$ cat config.mk
export PLATFORM = sky130hd
export DESIGN_NAME = psum_out_buffer
export DESIGN_NICKNAME = d
export VERILOG_FILES = /design/src/rtl/psum_out_buffer.sv
export SDC_FILE = /design/constraint.sdc
export NUM_CORES = 1
export LEC_CHECK = 0
export ABC_AREA = 1
export CAP_MARGIN = 20
export CELL_PAD_IN_SITES_DETAIL_PLACEMENT = 1
export CELL_PAD_IN_SITES_GLOBAL_PLACEMENT = 2
export CORE_MARGIN = 8
export CORE_UTILIZATION = 43
export CTS_CLUSTER_SIZE = 24
export DETAILED_ROUTE_END_ITERATION = 6
export GPL_ROUTABILITY_DRIVEN = 0
export PLACE_DENSITY = 0.88
export SLEW_MARGIN = 40
export SYNTH_ARGS = -nofsm -noshare
export SYNTH_HDL_FRONTEND = slang
export SYNTH_SLANG_ARGS = --single-unit
$ cat constraint.sdc
create_clock -name clk -period 6.05 [get_ports clk]
set_clock_uncertainty 0.05 [all_clocks]
set_input_delay 0.605 -clock clk [delete_from_list [all_inputs] [get_ports clk]]
set_output_delay 0.605 -clock clk [all_outputs]
set_load 0.01 [all_outputs]
$ cat src/rtl/psum_out_buffer.sv
// psum_out_buffer: circular FIFO between the buffer write controller and the
// output-memory writer. The write side is throttled by `ready` (= !full).
// The read side is a first-word-fall-through valid/ready port.
// Optional feature macro: PSUM_BUF_OVF_EN adds a sticky overflow flag `ovf`.
// Every handshake output is a direct decode of the registered count, so
// out_ready has no combinational path to ready.
module psum_out_buffer #(
  parameter int DATA_W = 16,
  parameter int ADDR_W = 3
) (
  input  logic              clk,
  input  logic              rst,
  input  logic              clr,
  input  logic              wen,
  input  logic [DATA_W-1:0] wdata,
  output logic              ready,
  output logic              out_valid,
  input  logic              out_ready,
  output logic [DATA_W-1:0] out_data,
  output logic [ADDR_W:0]   count,
  output logic              full,
  output logic              empty
`ifdef PSUM_BUF_OVF_EN
  ,
  output logic              ovf
`endif
);

  localparam int DEPTH = 1 << ADDR_W;
  localparam logic [ADDR_W:0] C_DEPTH = (ADDR_W+1)'(DEPTH);

  logic [DATA_W-1:0] r_mem [DEPTH];
  logic [ADDR_W-1:0] r_rd_ptr, r_wr_ptr;
  logic [ADDR_W:0]   r_count;

  logic w_full, w_empty, w_push, w_pop;

  assign w_full  = (r_count == C_DEPTH);
  assign w_empty = (r_count == '0);
  assign w_push  = wen & ~w_full;
  assign w_pop   = out_ready & ~w_empty;

  assign ready     = ~w_full;
  assign out_valid = ~w_empty;
  assign full      = w_full;
  assign empty     = w_empty;
  assign count     = r_count;
  assign out_data  = r_mem[r_rd_ptr];

  // Storage write; the array is not reset, so stale contents stay after a flush
  always_ff @(posedge clk) begin
    if (w_push && !clr) r_mem[r_wr_ptr] <= wdata;
  end

  // Pointers and occupancy; the flush overrides any push/pop in the same cycle
  always_ff @(posedge clk or negedge rst) begin
    if (!rst) begin
      r_rd_ptr <= '0;
      r_wr_ptr <= '0;
      r_count  <= '0;
    end else if (clr) begin
      r_rd_ptr <= '0;
      r_wr_ptr <= '0;
      r_count  <= '0;
    end else begin
      if (w_push) r_wr_ptr <= r_wr_ptr + 1'b1;
      if (w_pop)  r_rd_ptr <= r_rd_ptr + 1'b1;
      case ({w_push, w_pop})
        2'b10:   r_count <= r_count + 1'b1;
        2'b01:   r_count <= r_count - 1'b1;
        default: r_count <= r_count;
      endcase
    end
  end

`ifdef PSUM_BUF_OVF_EN
  logic r_ovf;
  assign ovf = r_ovf;

  // Sticky flag: a write was attempted while the buffer was full
  always_ff @(posedge clk or negedge rst) begin
    if (!rst)                r_ovf <= 1'b0;
    else if (clr)            r_ovf <= 1'b0;
    else if (wen && w_full)  r_ovf <= 1'b1;
  end
`endif

endmodule

# After elaboration in Yosys (flattened, before gate mapping)
# Memory sizes are Yosys's and may differ from the RTL's.
# Index checks and enable logic that the tools add are counted.
[word_totals]
ff_bits = 10
mem_bits_rw = 128
in_bits = 21
output_inout_bits = 24
wordCells = 29
n_memories = 1
[mem_list]
columns = ["name", "depth", "word_bits", "read_ports", "rd_ports_with_merged_regs", "write_ports", "line_no", "rtl"]
rows = [
  ["r_mem", 8, 16, 1, 0, 1, "32", "logic [DATA_W-1:0] r_mem [DEPTH];"],
]
[op_classes]
addsub = 4
eq_ne = 3
mux = 8
n_bitwise = 4
n_reduce_logical = 6
[ops]
columns = ["op", "n"]
rows = [
  ["$mux W3", 4],
  ["$pmux W4 S2", 1],
  ["$add A3 B1 Y3 const B", 2],
  ["$add A4 B1 Y4 const B", 1],
  ["$eq A4 B4 Y1 const B", 1],
  ["$logic_not A4 Y1", 1],
  ["$mux W4", 1],
  ["$reduce_bool A2 Y1", 2],
  ["$sub A4 B1 Y4 const B", 1],
  ["$reduce_bool A3 Y1", 1],
  ["$and A1 B1 Y1", 2],
  ["$eq A2 B1 Y1 const B", 1],
  ["$eq A2 B2 Y1 const B", 1],
  ["$mux W1", 2],
  ["$not A1 Y1", 2],
  ["$logic_and A1 B1 Y1", 1],
  ["$logic_not A1 Y1", 1],
]

# Depth between registers and ports, before layout
# Gate-level depths: netlist (run 1).
[logic_depth]
word_depth = 6
mapped_depth = 14
mapped_depth_nobuf = 14

# Worst setup path before layout (run 1)
# Ideal clock, no wire load.
[synth_path]
path_type = "reg-to-reg"
from = "register r_count[3] (netlist: count[3])"
to = "memory r_mem[0][0], enable pin"
arrival_time_ns = 1.761
required_time_ns = 5.612
slack_ns = 3.851
path_stages_with_launch = 8
path_cell_list = "dfrtp_1 inv_2 nor2_4 nand2_4 nand2_4 nor2_1 nand2_1 nor2_1"
[synth_via]
elab_chain_cells = 6
[synth_rtl]
columns = ["item", "line_no", "rtl"]
rows = [
  ["start: declaration", "34", "logic [ADDR_W:0] r_count;"],
  ["start signal: assignment", "69", "2'b10: r_count <= r_count + 1'b1;"],
  ["start signal: assignment", "70", "2'b01: r_count <= r_count - 1'b1;"],
  ["start signal: assignment", "71", "default: r_count <= r_count;"],
  ["$eq A4 B4 Y1", "38", "assign w_full = (r_count == C_DEPTH);"],
  ["$not A1 Y1", "-", ""],
  ["via ready", "16", "output logic ready,"],
  ["$and A1 B1 Y1", "40", "assign w_push = wen & ~w_full;"],
  ["$logic_and A1 B1 Y1", "52", "if (w_push && !clr) r_mem[r_wr_ptr] <= wdata;"],
  ["$mux W1", "52", ""],
  ["$mux W1 (implied by the code)", "52", ""],
  ["end: declaration", "32", ""],
]
# The timed path passes the listed nets, and every way through them passes these cells.

# Worst setup path after layout (run 1)
[layout_path]
from = "register r_rd_ptr[1]"
to = "output out_data[13]"
[layout_via]
elab_chain_cells = 1
[layout_rtl]
columns = ["item", "line_no", "rtl"]
rows = [
  ["start: declaration", "33", "logic [ADDR_W-1:0] r_rd_ptr, r_wr_ptr;"],
  ["start signal: assignment", "67", "if (w_pop) r_rd_ptr <= r_rd_ptr + 1'b1;"],
  ["$mem_v2 Z8 W16", "-", ""],
  ["end: declaration", "19", "output logic [DATA_W-1:0] out_data,"],
]
# No other way between the ends.

==> impl_metrics.json, run 1 <==
{
  "outcome": "finished, final reports clean",
  "r2r_start": "count[3]",
  "period_minus_slack_ns": 3.53,
  "worstPathArrival_ns": 2.87,
  "drc_errors": 0,
  "grt_pass1_wl_mm": 22.0,
  "rows": 42,
  "area_delta_synth_final_pct": 20.7,
  "dp_slack_ns": 2.89,
  "p_per_area_nw_per_um2": 448,
  "drive_gt1_share_pct": 11.3,
  "worst_slack_ns": 2.52,
  "cts-buffers-inserted": 17,
  "postCtsHoldBufs": 0,
  "final_nets": 528,
  "rsz0062_at_grt": "no",
  "cts_tree": "built",
  "grt_pass1_vias": 3914,
  "criticalPathCategory": "flip-flop to output port",
  "tightest_slew_ns": 0.748,
  "finalMaxSlewViolations": 0,
  "io_buffers": 44,
  "start_kind": "flip-flop",
  "ys_warn_count": 0,
  "grt_util_met1_pct": 21.9,
  "fp.dieW_um": 131,
  "timing.rr.end": "r_mem[4][12]",
  "top_usage_layer": "met2",
  "wl_per_cell_um": 20.4,
  "synth.distinct_cells": 31,
  "r2r_slack_ns": 3.56,
  "required_ns": 5.39,
  "grt_max_degree": 67,
  "dpl.hpwl_mm": 8.25,
  "drt-initial-drc-count": 251,
  "antenna_found_initial": 0,
  "crit_path_end_kind": "output port",
  "htreeDepth": 4,
  "seq_area_frac_synth_pct": 72.5,
  "maxCapViolations": 0,
  "synthCells": 452,
  "finalNonFillerCells": 691,
  "clkTransAtPathRegs_ns": 0.06,
  "leakagePower_nw": 2.40,
  "power_switching_mw": 0.984,
  "comb_power_share_pct": 31.7,
  "ant_nets": 0,
  "via_count": 3695,
  "gr-usage-all-layers_pct": 17.6,
  "grtUsageMet3_pct": 4.38,
  "relSlewSlack_pct": 50.0,
  "ctsRootBufferMaster": "clkbuf_16",
  "pin_count": 45,
  "syn-cell-area_um2": 5650,
  "ctsResizeCount": 0,
  "p_total_mw": 3.05,
  "die_area_um2": 17100,
  "overflow": 0,
  "clk_latency_ns": 0.42,
  "coreArea_um2": 13000,
  "fillers": 1394,
  "power.internal_mw": 2.07,
  "p_seq_share_pct": 36.6,
  "hold_class": "primary input to asynchronous set/reset pin",
  "ys_ff_latch": 138,
  "hold_viol_final": 0,
  "grt_use_met2_pct": 29.2,
  "clkPwrFrac_pct": 31.7,
  "synthesis.nets": 478,
  "numClockSinks": 138,
  "diodes": 0,
  "swShare_pct": 32.2,
  "min_period_over_period_pct": 58.3,
  "vdd_ir_drop_max_mv": 0.248,
  "start_util_pct": 43.3,
  "routed_via_density": 5.35,
  "clock_path_buffers": 2,
  "setup_viol": 0,
  "syn_area_per_cell_um2": 12.5,
  "post-cts-setup-buffer-count": 0,
  "place_inst": 659,
  "fmax_mhz": 283,
  "rr_worst_depth": 8,
  "finalSetupTns_ns": 0,
  "fp.dieH_um": 131,
  "routed_wirelength_mm": 14.1,
  "first_pass_iters": 4,
  "fin_hold_ws_ns": 0.455,
  "crit_fanout": 34
}
## metal layers
metal,routed length [um],vias up,part of all wire [%]
met5,0,-,0
met4,211,0,1.5
met3,519,17,3.7
met2,7270,68,52
met1,6110,1890,43
li1,-,1720,-
## cells in the mapped netlist
cell type / number / area [um^2]
edfxtp_1: 128 / 3840
nor2_1: 123 / 462
o21ai_0: 56 / 280
nand2_1: 23 / 86.3
a31oi_1: 16 / 100
o22ai_1: 16 / 100
o21ai_1: 13 / 65.1
inv_1: 11 / 41.3
clkbuf_1: 10 / 37.5
dfrtp_1: 10 / 250
buf_2: 7 / 35.0
nand3_1: 5 / 25.0
ha_1: 4 / 50.1
nand2_4: 4 / 45.0
a21oi_1: 3 / 15.0
buf_6: 3 / 33.8
inv_2: 3 / 11.3
buf_4: 2 / 15.0
nand3_2: 2 / 20.0
nor2_4: 2 / 22.5
a211oi_1: 1 / 7.51
a21o_1: 1 / 7.51
a21oi_2: 1 / 8.76
a21oi_4: 1 / 16.3
buf_1: 1 / 3.75
clkinv_1: 1 / 3.75
clkinv_2: 1 / 5.00
fa_1: 1 / 20.0
nand3_4: 1 / 17.5
o21ai_2: 1 / 8.76
xor2_1: 1 / 8.76
## worst max-delay path, cell delays in order, from the launching register on
cell and delay, ns:
dfrtp_1 0.37, buf_4 0.26, inv_2 0.55, o21ai_1 0.19
o22ai_1 0.16, nor2_1 0.06, a31oi_1 0.26, clkdlybuf4s50_1 0.59
## cells in the final DEF, fill, tap and decap left out, drive strengths merged
master         count
nand2             27
dfrtp             10
nor2             125
o21ai             70
inv               15
xor2               1
clkbuf            21
nand3              8
bufinv             2
a21o               1
a31oi             16
edfxtp           128
a21oi              5
a211oi             1
clkinvlp           1
clkinv             9
fa                 1
ha                 4
buf               10
o22ai             16
clkdlybuf4s50     44
## through the flow
stage               instance area [um^2]  util (%)
finish                              6820      52.3
global route                        6820      52.3
CTS                                 6810      52.2
detailed placement                  6260      48.1
global placement                    6260      48.0
floorplan                           5650         -
## power by group through the flow
stage          Clock, mW  Sequential [mW]  Combinational (mW)
2_1_floorplan          0             1.14               0.585
3_3_place_gp           0             1.13               0.938
3_5_place_dp           0             1.14               0.974
4_1_cts            0.982             1.12               0.984
5_1_grt             1.02             1.12                1.07
6_report           0.967             1.12               0.968
## cell families after synthesis
| family | share of synthesized area, % |
|---|---|
| AND/OR/NAND/NOR | 12.0 |
| flip-flops | 72.5 |
| AO/OA/AOI/OAI | 10.8 |
| buffers and inverters | 3.30 |
| adder cells (fa/ha/maj) | 1.24 |
| XOR/XNOR | 0.155 |
## worst max path at each step
stage	start	to	slack, ns	cells after the start
2_1_floorplan	count[3]	r_mem[0][0]	3.85	7
3_3_place_gp	wen	r_mem[2][14]	3.00	6
3_5_place_dp	wen	r_mem[7][7]	2.89	6
4_1_cts	r_rd_ptr[1]	out_data[13]	2.50	7
5_1_grt	r_rd_ptr[1]	out_data[13]	2.34	7
6_report	r_rd_ptr[1]	out_data[13]	2.52	7
## state kept, by name (all words and copies together) (netlist names)
register,cells
r_wr_ptr,3
count,4
r_rd_ptr,3
r_mem,128
## cell type report
| cell class | count | area [um^2] | share of cell area, % |
|---|---|---|---|
| sequential | 138 | 4100 | 60.1 |
| inverter | 16 | 63.8 | 0.936 |
| multi-input combinational | 275 | 1380 | 20.2 |
| timing repair buffer | 54 | 515 | 7.56 |
| clock inverter | 11 | 104 | 1.52 |
| tap | 176 | 220 | 3.23 |
| clock buffer | 21 | 440 | 6.46 |
Power figures use the tool's default switching activity.
==> run 2: changes to the inputs <==
--- a/config.mk
+++ b/config.mk
@@ -10,11 +10,11 @@
 export CELL_PAD_IN_SITES_DETAIL_PLACEMENT = 1
 export CELL_PAD_IN_SITES_GLOBAL_PLACEMENT = 2
 export CORE_MARGIN = 8
-export CORE_UTILIZATION = 43
+export CORE_UTILIZATION = 40
 export CTS_CLUSTER_SIZE = 24
 export DETAILED_ROUTE_END_ITERATION = 6
 export GPL_ROUTABILITY_DRIVEN = 0
-export PLACE_DENSITY = 0.88
+export PLACE_DENSITY = 0.83
 export SLEW_MARGIN = 40
 export SYNTH_ARGS = -nofsm -noshare
 export SYNTH_HDL_FRONTEND = slang
==> constraint.sdc (replaced) <==
create_clock -name clk -period 3.25 [get_ports clk]
set_clock_uncertainty 0.05 [all_clocks]
set_input_delay 0.325 -clock clk [delete_from_list [all_inputs] [get_ports clk]]
set_output_delay 0.325 -clock clk [all_outputs]
set_load 0.01 [all_outputs]
==> run 2 against run 1 <==
Net effect:
- final area rose by 1.5%
- combinational power rose by 87%
- total power rose by 90%
- global-route usage fell by 2.0 points
- sequential power rose by 86%
- register-to-register slack got worse by 2.5 ns
- clock-buffer cell count fell by 3
- largest cell class unchanged
==> impl_metrics.json, run 2 (synthesized netlist as in run 1, its figures left out) <==
{
  "area_delta_synth_final_pct": 22.6,
  "worst_slack_ns": 0.281,
  "required_ns": 2.87,
  "first_pass_iters": 4,
  "routed_wirelength_mm": 13.4,
  "fin_util_pct": 50.0,
  "ctsRootBufferMaster": "clkbuf_16",
  "htreeDepth": 4,
  "overflow": 0,
  "grt_util_met1_pct": 17.7,
  "gr-usage-all-layers_pct": 15.6,
  "grtUsageMet3_pct": 4.57,
  "rsz0062_at_grt": "no",
  "grt_pass1_wl_mm": 21.4,
  "maxCapViolations": 0,
  "p_total_mw": 5.79,
  "final_cell_mix": "edfxtp_1, nor2_1, o21ai_0",
  "timing.rr.end": "count[3]",
  "postCtsHoldBufs": 0,
  "die_area_um2": 18200,
  "ant_nets": 0,
  "fp.dieH_um": 135,
  "diodes": 0,
  "fp.dieW_um": 135,
  "p_per_area_nw_per_um2": 836,
  "hold_viol_final": 0,
  "min_period_over_period_pct": 91.3,
  "numClockSinks": 138,
  "final_common_cell": "edfxtp_1",
  "cts_tree": "built",
  "leakagePower_nw": 2.45,
  "start_util_pct": 40.8,
  "r2r_start": "count[1]",
  "clkTransAtPathRegs_ns": 0.06,
  "rows": 43,
  "dpl.hpwl_mm": 8.26,
  "routed_via_density": 5.26,
  "dp_slack_ns": 0.672,
  "top_usage_layer": "met2",
  "tightest_slew_ns": 0.664,
  "grt_max_degree": 66,
  "clock_path_buffers": 2,
  "drive_gt1_share_pct": 11.9,
  "post-cts-setup-buffer-count": 0,
  "setup_viol": 0,
  "grt_use_met2_pct": 26.0,
  "crit_path_end_kind": "output port",
  "ctsResizeCount": 0,
  "relSlewSlack_pct": 55.7,
  "criticalPathCategory": "flip-flop to output port",
  "crit_fanout": 43,
  "rr_worst_depth": 12,
  "clk_latency_ns": 0.42,
  "cts-buffers-inserted": 17,
  "pin_count": 45,
  "outcome": "finished, final reports clean",
  "grt_pass1_vias": 4041,
  "period_minus_slack_ns": 2.97,
  "vdd_ir_drop_max_mv": 0.596,
  "fin_hold_ws_ns": 0.205,
  "final_nets": 536,
  "drc_errors": 0,
  "drt-initial-drc-count": 218,
  "coreArea_um2": 13800,
  "io_buffers": 44,
  "finalSetupTns_ns": 0,
  "worstPathArrival_ns": 2.59,
  "start_kind": "flip-flop",
  "r2r_slack_ns": 1.11,
  "regMostFlops": "r_mem",
  "finalMaxSlewViolations": 0,
  "fmax_mhz": 337,
  "hold_class": "primary input to asynchronous set/reset pin",
  "largest_reg_flops": 128,
  "antenna_found_initial": 0,
  "wl_per_cell_um": 19.0,
  "via_count": 3695
}
## run 2: cell types whose count changed in the layout (fill, tap and decap cells not counted), sizes merged
cell,previous run,this run
clkbuf,21,18
buf,10,18
clkinv,9,10
clkinvlp,1,3
bufinv,2,3
inv,15,14
## run 2: cell type report
class | count | area [um^2]
Clock buffer | 18 | 429
Clock inverter | 14 | 155
Fill cell | 1422 | 6910
Inverter | 16 | 61.3
Multi-Input combinational cell | 275 | 1370
Sequential cell | 138 | 4100
Tap cell | 180 | 225
Timing Repair Buffer | 62 | 588
## run 2: metal layers
layer / wire length, um / vias to the layer above
met5: 0 / -
met4: 314 / 0
met3: 672 / 32
met2: 6610 / 92
met1: 5790 / 1833
li1: - / 1738
## run 2: worst max-delay path by stage
stage,start,endpoint
3_3_place_gp,r_rd_ptr[0],out_data[10]
3_5_place_dp,r_rd_ptr[0],out_data[2]
2_1_floorplan,count[3],r_mem[0][0]
4_1_cts,r_rd_ptr[0],out_data[2]
5_1_grt,r_rd_ptr[0],out_data[2]
6_report,r_rd_ptr[0],out_data[2]
## run 2: worst max-delay path: stages, from the launching register on
cell	delay, ns
dfrtp_2	0.36
clkinv_2	0.46
buf_12	0.37
o21ai_0	0.20
o22ai_1	0.11
nor2_1	0.10
a31oi_1	0.05
clkdlybuf4s50_1	0.50
## run 2: report_power, final
group / internal [mW] / total [mW] / leakage, nW / switching (mW)
clock: 1.19 / 1.90 / 0.276 / 0.708
sequential: 2.02 / 2.08 / 1.29 / 0.0614
combinational: 0.751 / 1.81 / 0.886 / 1.06
## run 2: per-stage QoR
stage,std cells,area [um^2]
2_1_floorplan,452,5650
3_3_place_gp,671,6340
3_5_place_dp,671,6340
4_1_cts,703,6920
5_1_grt,703,6920
6_report,703,6920
